### config.mk
export PLATFORM = sky130hd
export DESIGN_NAME = uart_tx_fifo_flat
export DESIGN_NICKNAME = d
export VERILOG_FILES = /design/src/rtl/uart_tx_fifo_if.sv /design/src/rtl/uart_tx_fifo.sv /design/src/flat_wrapper.sv
export SDC_FILE = /design/constraint.sdc
export NUM_CORES = 1
export LEC_CHECK = 0
export ABC_AREA = 1
export CORE_MARGIN = 2
export CORE_UTILIZATION = 35
export DETAILED_ROUTE_END_ITERATION = 12
export GPL_TIMING_DRIVEN = 0
export HOLD_SLACK_MARGIN = 0.1
export PLACE_DENSITY_LB_ADDON = 0.3
export SYNTH_ARGS = -nofsm -noshare
export SYNTH_HDL_FRONTEND = slang
export SYNTH_SLANG_ARGS = --single-unit
### constraint.sdc
create_clock -name clk -period 5.5 [get_ports clk]
set_input_delay 0.55 -clock clk [delete_from_list [all_inputs] [get_ports clk]]
set_output_delay 0.55 -clock clk [all_outputs]
set_load 0.03 [all_outputs]
### src/rtl/uart_tx_fifo_if.sv
// Byte handshake from the motor command generator into the UART transmit FIFO.
// The sender drives data/valid; the FIFO answers with ready.
interface uart_tx_fifo_if;
  logic [7:0] uart_tx_data;
  logic       uart_tx_valid;
  logic       uart_tx_ready;

  modport master (output uart_tx_data, output uart_tx_valid, input uart_tx_ready);
  modport slave  (input uart_tx_data, input uart_tx_valid, output uart_tx_ready);
endinterface

### src/rtl/uart_tx_fifo.sv
// Buffered UART transmitter: bytes enter a FIFO on a valid/ready handshake and
// leave as 8N1 frames (optional even parity) on a registered serial line.
module uart_tx_fifo #(
  parameter int CLKS_PER_BIT = 434,
  parameter int FIFO_DEPTH   = 16,
  parameter bit PARITY_EN    = 1'b0
) (
  input  logic                        clk,
  input  logic                        reset,
  uart_tx_fifo_if.slave               txIf,
  output logic                        uart_out,
  output logic                        busy,
  output logic [$clog2(FIFO_DEPTH):0] fifo_count
);
  localparam int PW = $clog2(FIFO_DEPTH);
  localparam int BW = (CLKS_PER_BIT > 1) ? $clog2(CLKS_PER_BIT) : 1;
  localparam logic [BW-1:0] BAUD_LAST = BW'(CLKS_PER_BIT - 1);
  localparam logic [PW:0]   DEPTH_C   = (PW+1)'(FIFO_DEPTH);

  typedef enum logic [2:0] {IDLE, START, DATA, PARITY, STOP} state_t;

  logic [7:0]    mem_q [FIFO_DEPTH];
  logic [PW-1:0] wrPtr_q, rdPtr_q;
  logic [PW:0]   count_q, count_d;
  state_t        state_q;
  logic [BW-1:0] baud_q;
  logic [2:0]    bitIdx_q;
  logic [7:0]    shift_q;
  logic          parity_q;
  logic          uartOut_q;
  logic          full, notEmpty, push, pop, bitEnd;

  assign full     = (count_q == DEPTH_C);
  assign notEmpty = (count_q != '0);
  assign bitEnd   = (baud_q == BAUD_LAST);

  assign txIf.uart_tx_ready = !reset && !full;
  assign push = txIf.uart_tx_valid && txIf.uart_tx_ready;
  // Pop either from IDLE or on the final stop cycle so frames run back to back.
  assign pop  = notEmpty && ((state_q == IDLE) || ((state_q == STOP) && bitEnd));

  assign uart_out   = uartOut_q;
  assign busy       = (state_q != IDLE) || notEmpty;
  assign fifo_count = count_q;

  always_comb begin
    count_d = count_q;
    case ({push, pop})
      2'b10:   count_d = count_q + 1'b1;
      2'b01:   count_d = count_q - 1'b1;
      default: count_d = count_q;
    endcase
  end

  always_ff @(posedge clk) begin
    if (push) mem_q[wrPtr_q] <= txIf.uart_tx_data;
  end

  always_ff @(posedge clk) begin
    if (reset) begin
      wrPtr_q <= '0;
      rdPtr_q <= '0;
      count_q <= '0;
    end else begin
      if (push) wrPtr_q <= wrPtr_q + 1'b1;
      if (pop)  rdPtr_q <= rdPtr_q + 1'b1;
      count_q <= count_d;
    end
  end

  always_ff @(posedge clk) begin
    if (reset) begin
      state_q   <= IDLE;
      baud_q    <= '0;
      bitIdx_q  <= '0;
      shift_q   <= '0;
      parity_q  <= 1'b0;
      uartOut_q <= 1'b1;
    end else if (pop) begin
      state_q   <= START;
      baud_q    <= '0;
      shift_q   <= mem_q[rdPtr_q];
      parity_q  <= ^mem_q[rdPtr_q];
      uartOut_q <= 1'b0;
    end else begin
      case (state_q)
        IDLE: begin
          baud_q    <= '0;
          uartOut_q <= 1'b1;
        end
        START: begin
          if (!bitEnd) begin
            baud_q <= baud_q + 1'b1;
          end else begin
            baud_q    <= '0;
            bitIdx_q  <= '0;
            state_q   <= DATA;
            uartOut_q <= shift_q[0];
          end
        end
        DATA: begin
          if (!bitEnd) begin
            baud_q <= baud_q + 1'b1;
          end else begin
            baud_q <= '0;
            if (bitIdx_q == 3'd7) begin
              if (PARITY_EN) begin
                state_q   <= PARITY;
                uartOut_q <= parity_q;
              end else begin
                state_q   <= STOP;
                uartOut_q <= 1'b1;
              end
            end else begin
              bitIdx_q  <= bitIdx_q + 1'b1;
              shift_q   <= shift_q >> 1;
              uartOut_q <= shift_q[1];
            end
          end
        end
        PARITY: begin
          if (!bitEnd) begin
            baud_q <= baud_q + 1'b1;
          end else begin
            baud_q    <= '0;
            state_q   <= STOP;
            uartOut_q <= 1'b1;
          end
        end
        default: begin
          // Stop bit; a non-empty FIFO on the last cycle is handled by pop above.
          if (!bitEnd) begin
            baud_q <= baud_q + 1'b1;
          end else begin
            baud_q    <= '0;
            state_q   <= IDLE;
            uartOut_q <= 1'b1;
          end
        end
      endcase
    end
  end
endmodule

### src/flat_wrapper.sv
// flat-port wrapper written by rule: the top's interface ports become plain ports
module uart_tx_fifo_flat 
#(
  parameter int CLKS_PER_BIT = 434,
  parameter int FIFO_DEPTH   = 16,
  parameter bit PARITY_EN    = 1'b0
)
  (clk, reset, uart_out, busy, fifo_count, txIf_uart_tx_data, txIf_uart_tx_valid, txIf_uart_tx_ready);
  uart_tx_fifo_if txIf_i ();
  input  logic clk;
  input  logic reset;
  output logic uart_out;
  output logic busy;
  output logic [$clog2(FIFO_DEPTH):0] fifo_count;
  input wire logic [$bits(txIf_i.uart_tx_data)-1:0] txIf_uart_tx_data;
  input wire logic [$bits(txIf_i.uart_tx_valid)-1:0] txIf_uart_tx_valid;
  output wire logic [$bits(txIf_i.uart_tx_ready)-1:0] txIf_uart_tx_ready;
  assign txIf_i.uart_tx_data = txIf_uart_tx_data;
  assign txIf_i.uart_tx_valid = txIf_uart_tx_valid;
  assign txIf_uart_tx_ready = txIf_i.uart_tx_ready;
  uart_tx_fifo #(.CLKS_PER_BIT(CLKS_PER_BIT), .FIFO_DEPTH(FIFO_DEPTH), .PARITY_EN(PARITY_EN)) u_core (.clk(clk), .reset(reset), .txIf(txIf_i), .uart_out(uart_out), .busy(busy), .fifo_count(fifo_count));
endmodule
# After elaboration in Yosys (flattened, before gate mapping)
# Memory sizes are Yosys's and may differ from the RTL's. A register that Yosys moved wholly into a read port is not among the register bits.
# Index checks and enable logic that the tools add are counted.
# totals
register_bits,37
ram_bits,128
in_bits,11
out_inout_bits,8
n_memories,1
# op_classes
add_sub_neg,6
eq_ne,18
n_mux,25
n_bitwise,2
n_reduce_logical,23
# memory_table
name,depth,width,read_ports,rd_ports_with_merged_regs,wr,line_no,rtl
u_core.mem_q,16,8,1,1,1,uart_tx_fifo.sv:22,logic [7:0] mem_q [FIFO_DEPTH];
# op_table
op,count
$mux W8,4
$mux W3,7
$pmux W3 S4,1
$reduce_and A3 Y1,4
$ne A2 B1 Y1 const B,5
$pmux W5 S2,1
$add A9 B1 Y9 const B,1
$eq A9 B9 Y1 const B,1
$ne A3 B1 Y1 const B,3
$add A4 B1 Y4 const B,2
$mux W1,8
$mux W4,2
$reduce_bool A2 Y1,4
$eq A3 B2 Y1 const B,2
$eq A3 B3 Y1 const B,2
$pmux W3 S2,1
$reduce_bool A3 Y1,2
$add A5 B1 Y5 const B,1
$eq A5 B5 Y1 const B,1
$reduce_and A5 Y1,1
$reduce_bool A5 Y1,1
$sub A5 B1 Y5 const B,1
$logic_and A1 B1 Y1,4
$reduce_or A4 Y1,1
other kinds (11),14

# Depth between registers and ports, before layout
# depth
ltp_word,6
ltp_mapped,17
depth_no_buf,16

# Worst setup path before layout
# OpenSTA, ideal clock, no wires.
# synth_path
path_type,input to register
start,in reset
end,reg u_core.count_q[4] (netlist: u_core.fifo_count[4])
setup_ps,70
arrival_ps,2436
slack_ps,2994
stages,15
n_path_buf,1
path_cell_list,clkbuf_1 > inv_1 > o21ai_0 > inv_1 > nand2_2 > ha_1 > xor2_1 > ha_1 > inv_1 > nand2_1 > nand3_1 > nand2_1 > xor2_1 > nand2_1 > a21oi_1
# synth_between
elab_chain_cells,5
elab_cells_between_ends,7
classes_between,eq/ne (2); mux (1); reduce/logical (4)
# synth_rtl
item,line_no,rtl
"start, declared",flat_wrapper.sv:11,input logic reset;
$logic_not A1 Y1 (*),uart_tx_fifo.sv:37,assign txIf.uart_tx_ready = !reset && !full;
$logic_and A1 B1 Y1 (*),uart_tx_fifo.sv:37,
named net txIf_uart_tx_ready,flat_wrapper.sv:17,output wire logic [$bits(txIf_i.uart_tx_ready)-1:0] txIf_uart_tx_ready;
$logic_and A1 B1 Y1 (*),uart_tx_fifo.sv:38,assign push = txIf.uart_tx_valid && txIf.uart_tx_ready;
$eq A2 B1 Y1 / $eq A2 B2 Y1 (equally long branches),uart_tx_fifo.sv:48,"case ({push, pop})"
$pmux W5 S2 / $reduce_bool A2 Y1 (equally long branches),-,
"end signal, assigned",uart_tx_fifo.sv:67,count_q <= count_d;
"end, declared",uart_tx_fifo.sv:24,"logic [PW:0] count_q, count_d;"
# Mark *: on every way through the listed nets, which the timed path passes. The rest lies on a longest branch.
# A chain may end at the register's enable or synchronous reset.

# Worst setup path in the final report
# layout_path
start,reg u_core.baud_q[0]
end,reg u_core.count_q[4] (netlist: u_core.fifo_count[4])
# layout_between
elab_chain_cells,6
elab_cells_between_ends,8
classes_between,eq/ne (3); mux (1); reduce/logical (4)
# layout_rtl
item,line_no,rtl
"start, declared",uart_tx_fifo.sv:26,logic [BW-1:0] baud_q;
"start signal, assigned",uart_tx_fifo.sv:93,baud_q <= baud_q + 1'b1;
"start signal, assigned",uart_tx_fifo.sv:103,baud_q <= baud_q + 1'b1;
"start signal, assigned",uart_tx_fifo.sv:123,baud_q <= baud_q + 1'b1;
$eq A9 B9 Y1 (*),uart_tx_fifo.sv:35,assign bitEnd = (baud_q == BAUD_LAST);
$logic_and A1 B1 Y1 (*),uart_tx_fifo.sv:40,assign pop = notEmpty && ((state_q == IDLE) || ((state_q == STOP) && bitEnd));
$logic_or A1 B1 Y1 (*),uart_tx_fifo.sv:40,
$logic_and A1 B1 Y1 (*),uart_tx_fifo.sv:40,
named net u_core.pop,uart_tx_fifo.sv:31,"logic full, notEmpty, push, pop, bitEnd;"
$eq A2 B1 Y1 / $eq A2 B2 Y1 (equally long branches),uart_tx_fifo.sv:48,
$pmux W5 S2 / $reduce_bool A2 Y1 (equally long branches),-,
# Marked as above.

==> results.toml <==
[run_status]
outcome = "completed"

[clock_tree]
clock_sink_count = 169
cts-root-buf = "sky130_fd_sc_hd__clkbuf_16"
cts.hold.buffers_added = 0
clock_pin_slew_reported_for_the_worst_setup_and_hold_paths_after_clock_tree_synthesis_ps = 70
cts.htree.levels = 4
clk_latency_worst_skew_pair_ps = 430
post_cts_buffers = 0
ctsLongestPathBuffers = 2
cts.repair.resized = 0
tritoncts.num_buffers = 17
tritoncts = "done"

[placement]
dp_cells = 1067
post-dp-hpwl_um = 11800
gp_routability_congestion = 0.890
placedInstanceArea_um2 = 7990
buffer_ports.inserted = 17

[drt]
drt-total-wl_um = 17200
detailedRoute.firstIterationViolations = 508
post_drt_via_cell_ratio = 4.74
drcViolationCount = 0
detail_route.wl_per_cell_um = 15.7
antenna_left = 0
routed-via-count = 5213
first_pass_iters = 5

[power]
p_leak_nw = 3.38
net_switching_fraction_of_the_power_pct = 36.1
p_int_mw = 2.45
clockPowerShare_pct = 29.3
power_density_nw_per_um2 = 449
max_vdd_drop_uv = 235
power_dissipated_by_switching_net_loads_mw = 1.38
power.total_mw = 3.83
combinationalPowerShare_pct = 31.7
seqPwrFrac_pct = 39.0

[floorplanning]
start_util_pct = 35.6
design.core.area_um2 = 21000
fp.dieArea_um2 = 22500
dieHeight_um = 150
ios = 19
placement_rows = 53
die_x_um = 150

[global_route]
global_route.usage.total_pct = 16.2
grt_pass1_vias = 4904
grt_start_max_net_pins = 17
antenna_violations_before_repair = 0
grt_first_pass_wirelength_um = 27000
grt_remaining_overflow = 0

[setup_path]
crit_path_end_kind = "flip-flop"
path_max_fanout = 11
r2r-start = "u_core.baud_q[0]"
r2r_cells = 16
cp_data_required_time_ps = 5860
critical_path.reg2reg.endpoint = "u_core.fifo_count[4]"
rrSetupSlack_ps = 2820
start_kind = "flip-flop"
cp.arrival_ps = 3040
criticalPathCategory = "reg -> reg"

[timing]
rsz0062_at_grt = "false"
finalCritPeriodShare_pct = 48.8
layout_min_cycle_time_ps = 2680
final.setup_skew_ps = 8.93
timing.max_slew.rel_slack_pct = 31.8
achievable-frequency_ghz = 0.372
worst_hold_slack_ps = 472
final-setup-viol-count = 0
final_hold_viol_count = 0
timing.setup.tns_ps = 0
finalMaxSlewViolations = 0
timing_worst_slew_pin_value_ps = 1020

[synth]
yosys_warnings = 0
synth.lib_cells_used.distinct = 35
synth_sequential_area_ratio_pct = 62.4
synth.area.top_cells = "sky130_fd_sc_hd__edfxtp_1 (51%), sky130_fd_sc_hd__nand2_1 (12%), sky130_fd_sc_hd__dfxtp_1 (11%), sky130_fd_sc_hd__nand3_1 (7.8%), sky130_fd_sc_hd__inv_1 (4.8%)"
synthesis.area_per_instance_um2 = 9.65
yosysTopAreaCell = "sky130_fd_sc_hd__edfxtp_1"
syn_nets = 799
synth_seq_cells = 169
synth.top_cell.area_share_pct = 51.4
cell_area_after_synthesis_um2 = 7480
netlist_instances = 775

[finish]
n_antenna_cell = 0
layout_fillers = 2074
seqCellArea_um2 = 4660
finalInstanceArea_um2 = 8540
multi_input_area_um2 = 2290
nets = 835
final_cell_count_no_fill = 1099
drive_gt1_share_pct = 8.25
signed_area_change_from_the_synthesized_netlist_to_the_final_layout_pct = 14.2

[hold_path]
hold_path_endpoint = "u_core.baud_q[0]"
worstHoldPathType = "reg -> reg"
min-delay-start = "u_core.baud_q[0]"
min_path_cells = 1

[job]
maxCapViolCount = 0
## kinds of logic after synthesis
logic type / Yosys count / share of synthesized area [%]
and+or+nand+nor: 403 / 23.4
DFF: 169 / 62.4
buffers and inverters: 130 / 7.01
AOI/OAI and AO/OA: 53 / 4.22
adders and majority gates: 13 / 2.18
xor gates and xnor gates: 7 / 0.820
## Yosys cell counts
| library cell | number |
|---|---|
| sky130_fd_sc_hd__clkinv_2 | 1 |
| sky130_fd_sc_hd__a211oi_1 | 2 |
| sky130_fd_sc_hd__buf_4 | 1 |
| sky130_fd_sc_hd__dfxtp_1 | 41 |
| sky130_fd_sc_hd__xor2_1 | 6 |
| sky130_fd_sc_hd__a21oi_4 | 1 |
| sky130_fd_sc_hd__buf_6 | 2 |
| sky130_fd_sc_hd__nand2_8 | 1 |
| sky130_fd_sc_hd__nor2_8 | 1 |
| sky130_fd_sc_hd__edfxtp_1 | 128 |
| sky130_fd_sc_hd__o21ai_1 | 2 |
| sky130_fd_sc_hd__clkbuf_1 | 14 |
| sky130_fd_sc_hd__a31oi_1 | 1 |
| sky130_fd_sc_hd__a21oi_1 | 28 |
| sky130_fd_sc_hd__nand4_1 | 2 |
| sky130_fd_sc_hd__nand2_1 | 232 |
| sky130_fd_sc_hd__nand2_2 | 3 |
| sky130_fd_sc_hd__nand3_1 | 116 |
| sky130_fd_sc_hd__nor2_4 | 2 |
| sky130_fd_sc_hd__buf_2 | 13 |
| sky130_fd_sc_hd__nor2_1 | 38 |
| sky130_fd_sc_hd__o21bai_1 | 1 |
| sky130_fd_sc_hd__nor4_1 | 1 |
| sky130_fd_sc_hd__o21ai_0 | 10 |
| sky130_fd_sc_hd__xnor2_1 | 1 |
| sky130_fd_sc_hd__buf_1 | 1 |
| sky130_fd_sc_hd__nand3_4 | 1 |
| sky130_fd_sc_hd__ha_1 | 13 |
| sky130_fd_sc_hd__inv_2 | 3 |
| sky130_fd_sc_hd__o2111ai_1 | 1 |
| sky130_fd_sc_hd__inv_1 | 95 |
| sky130_fd_sc_hd__nor3b_1 | 1 |
| sky130_fd_sc_hd__nor3_1 | 1 |
| sky130_fd_sc_hd__or2_2 | 4 |
| sky130_fd_sc_hd__o21ai_2 | 7 |
## metal layers
metal / vias to the layer above / track usage, % / share of wire [%] / wire length (um)
met1: 2452 / 20.8 / 46 / 7850
met3: 25 / 3.82 / 5.1 / 873
met2: 114 / 26.6 / 47 / 8120
li1: 2622 / - / - / -
met4: 0 / 6.46 / 2.3 / 395
met5: - / 0 / 0 / 0
## registers in the layout, summed over array words and instances, names as in the netlist, named ones only
signal,cells
u_core.baud_q,9
u_core.state_q,3
u_core.shift_q,8
u_core.mem_q,128
u_core.uart_out,1
u_core.rdPtr_q,4
u_core.wrPtr_q,4
u_core.fifo_count,5
u_core.bitIdx_q,3
## layout by cell type (no fill, tap or decap), drive strengths merged
cell           count
xor2               6
dfxtp             41
clkdlybuf4s50     17
o21bai             1
bufinv             1
inv              102
nor2              41
nor3               1
nor3b              1
ha                13
a21oi             29
clkbuf            31
edfxtp           128
xnor2              1
nand4              2
clkinvlp           4
o2111ai            1
a211oi             2
a31oi              1
nand2            236
buf               17
o21ai             19
clkinv             7
nand3            117
nor4               1
or2                4
## power by group through the flow
stage	Combinational, mW	Clock (mW)	Sequential (mW)
after floorplan	0.803	0	1.54
after global placement	1.21	0	1.52
after detailed placement	1.21	0	1.52
after CTS	1.22	1.14	1.49
after global routing	1.36	1.20	1.50
final	1.22	1.12	1.49
## worst max-delay path by stage
stage,to,from
after CTS,u_core.fifo_count[4],u_core.baud_q[0]
after detailed placement,u_core.fifo_count[4],reset
after floorplan,u_core.fifo_count[4],reset
final,u_core.fifo_count[4],u_core.baud_q[0]
after global routing,u_core.fifo_count[4],u_core.baud_q[0]
after global placement,u_core.fifo_count[4],reset
## worst max-delay path, stage by stage, from the launching register on
cell and delay (ps):
sky130_fd_sc_hd__dfxtp_1 380, sky130_fd_sc_hd__ha_1 170, sky130_fd_sc_hd__nand2_1 50, sky130_fd_sc_hd__inv_1 80
sky130_fd_sc_hd__nand3_4 140, sky130_fd_sc_hd__a21oi_4 290, sky130_fd_sc_hd__buf_6 190, sky130_fd_sc_hd__ha_1 270
sky130_fd_sc_hd__xor2_1 220, sky130_fd_sc_hd__ha_1 180, sky130_fd_sc_hd__inv_1 40, sky130_fd_sc_hd__nand2_1 90
sky130_fd_sc_hd__nand3_1 80, sky130_fd_sc_hd__nand2_1 90, sky130_fd_sc_hd__xor2_1 150, sky130_fd_sc_hd__nand2_1 60
sky130_fd_sc_hd__a21oi_1 110
## metrics by stage
stage / setup slack, ps / utilization, %
4_1_cts: 2790 / 40.6
3_5_place_dp: 2670 / 38.0
3_3_place_gp: 2710 / 38.0
2_1_floorplan: 2990 / -
5_1_grt: 2540 / 40.6
6_report: 2820 / 40.6
## final cells by class
type                    instances  area share (%)
flip-flops and latches        169            54.6
multi-input cells             476            26.8
clock buffers                  17            4.98
inverters                      99            4.37
well taps                     275            4.03
repair buffers                 17            1.99
plain buffers                  31            1.77
clock inverters                15            1.46
(Power assumes the default switching activity.)
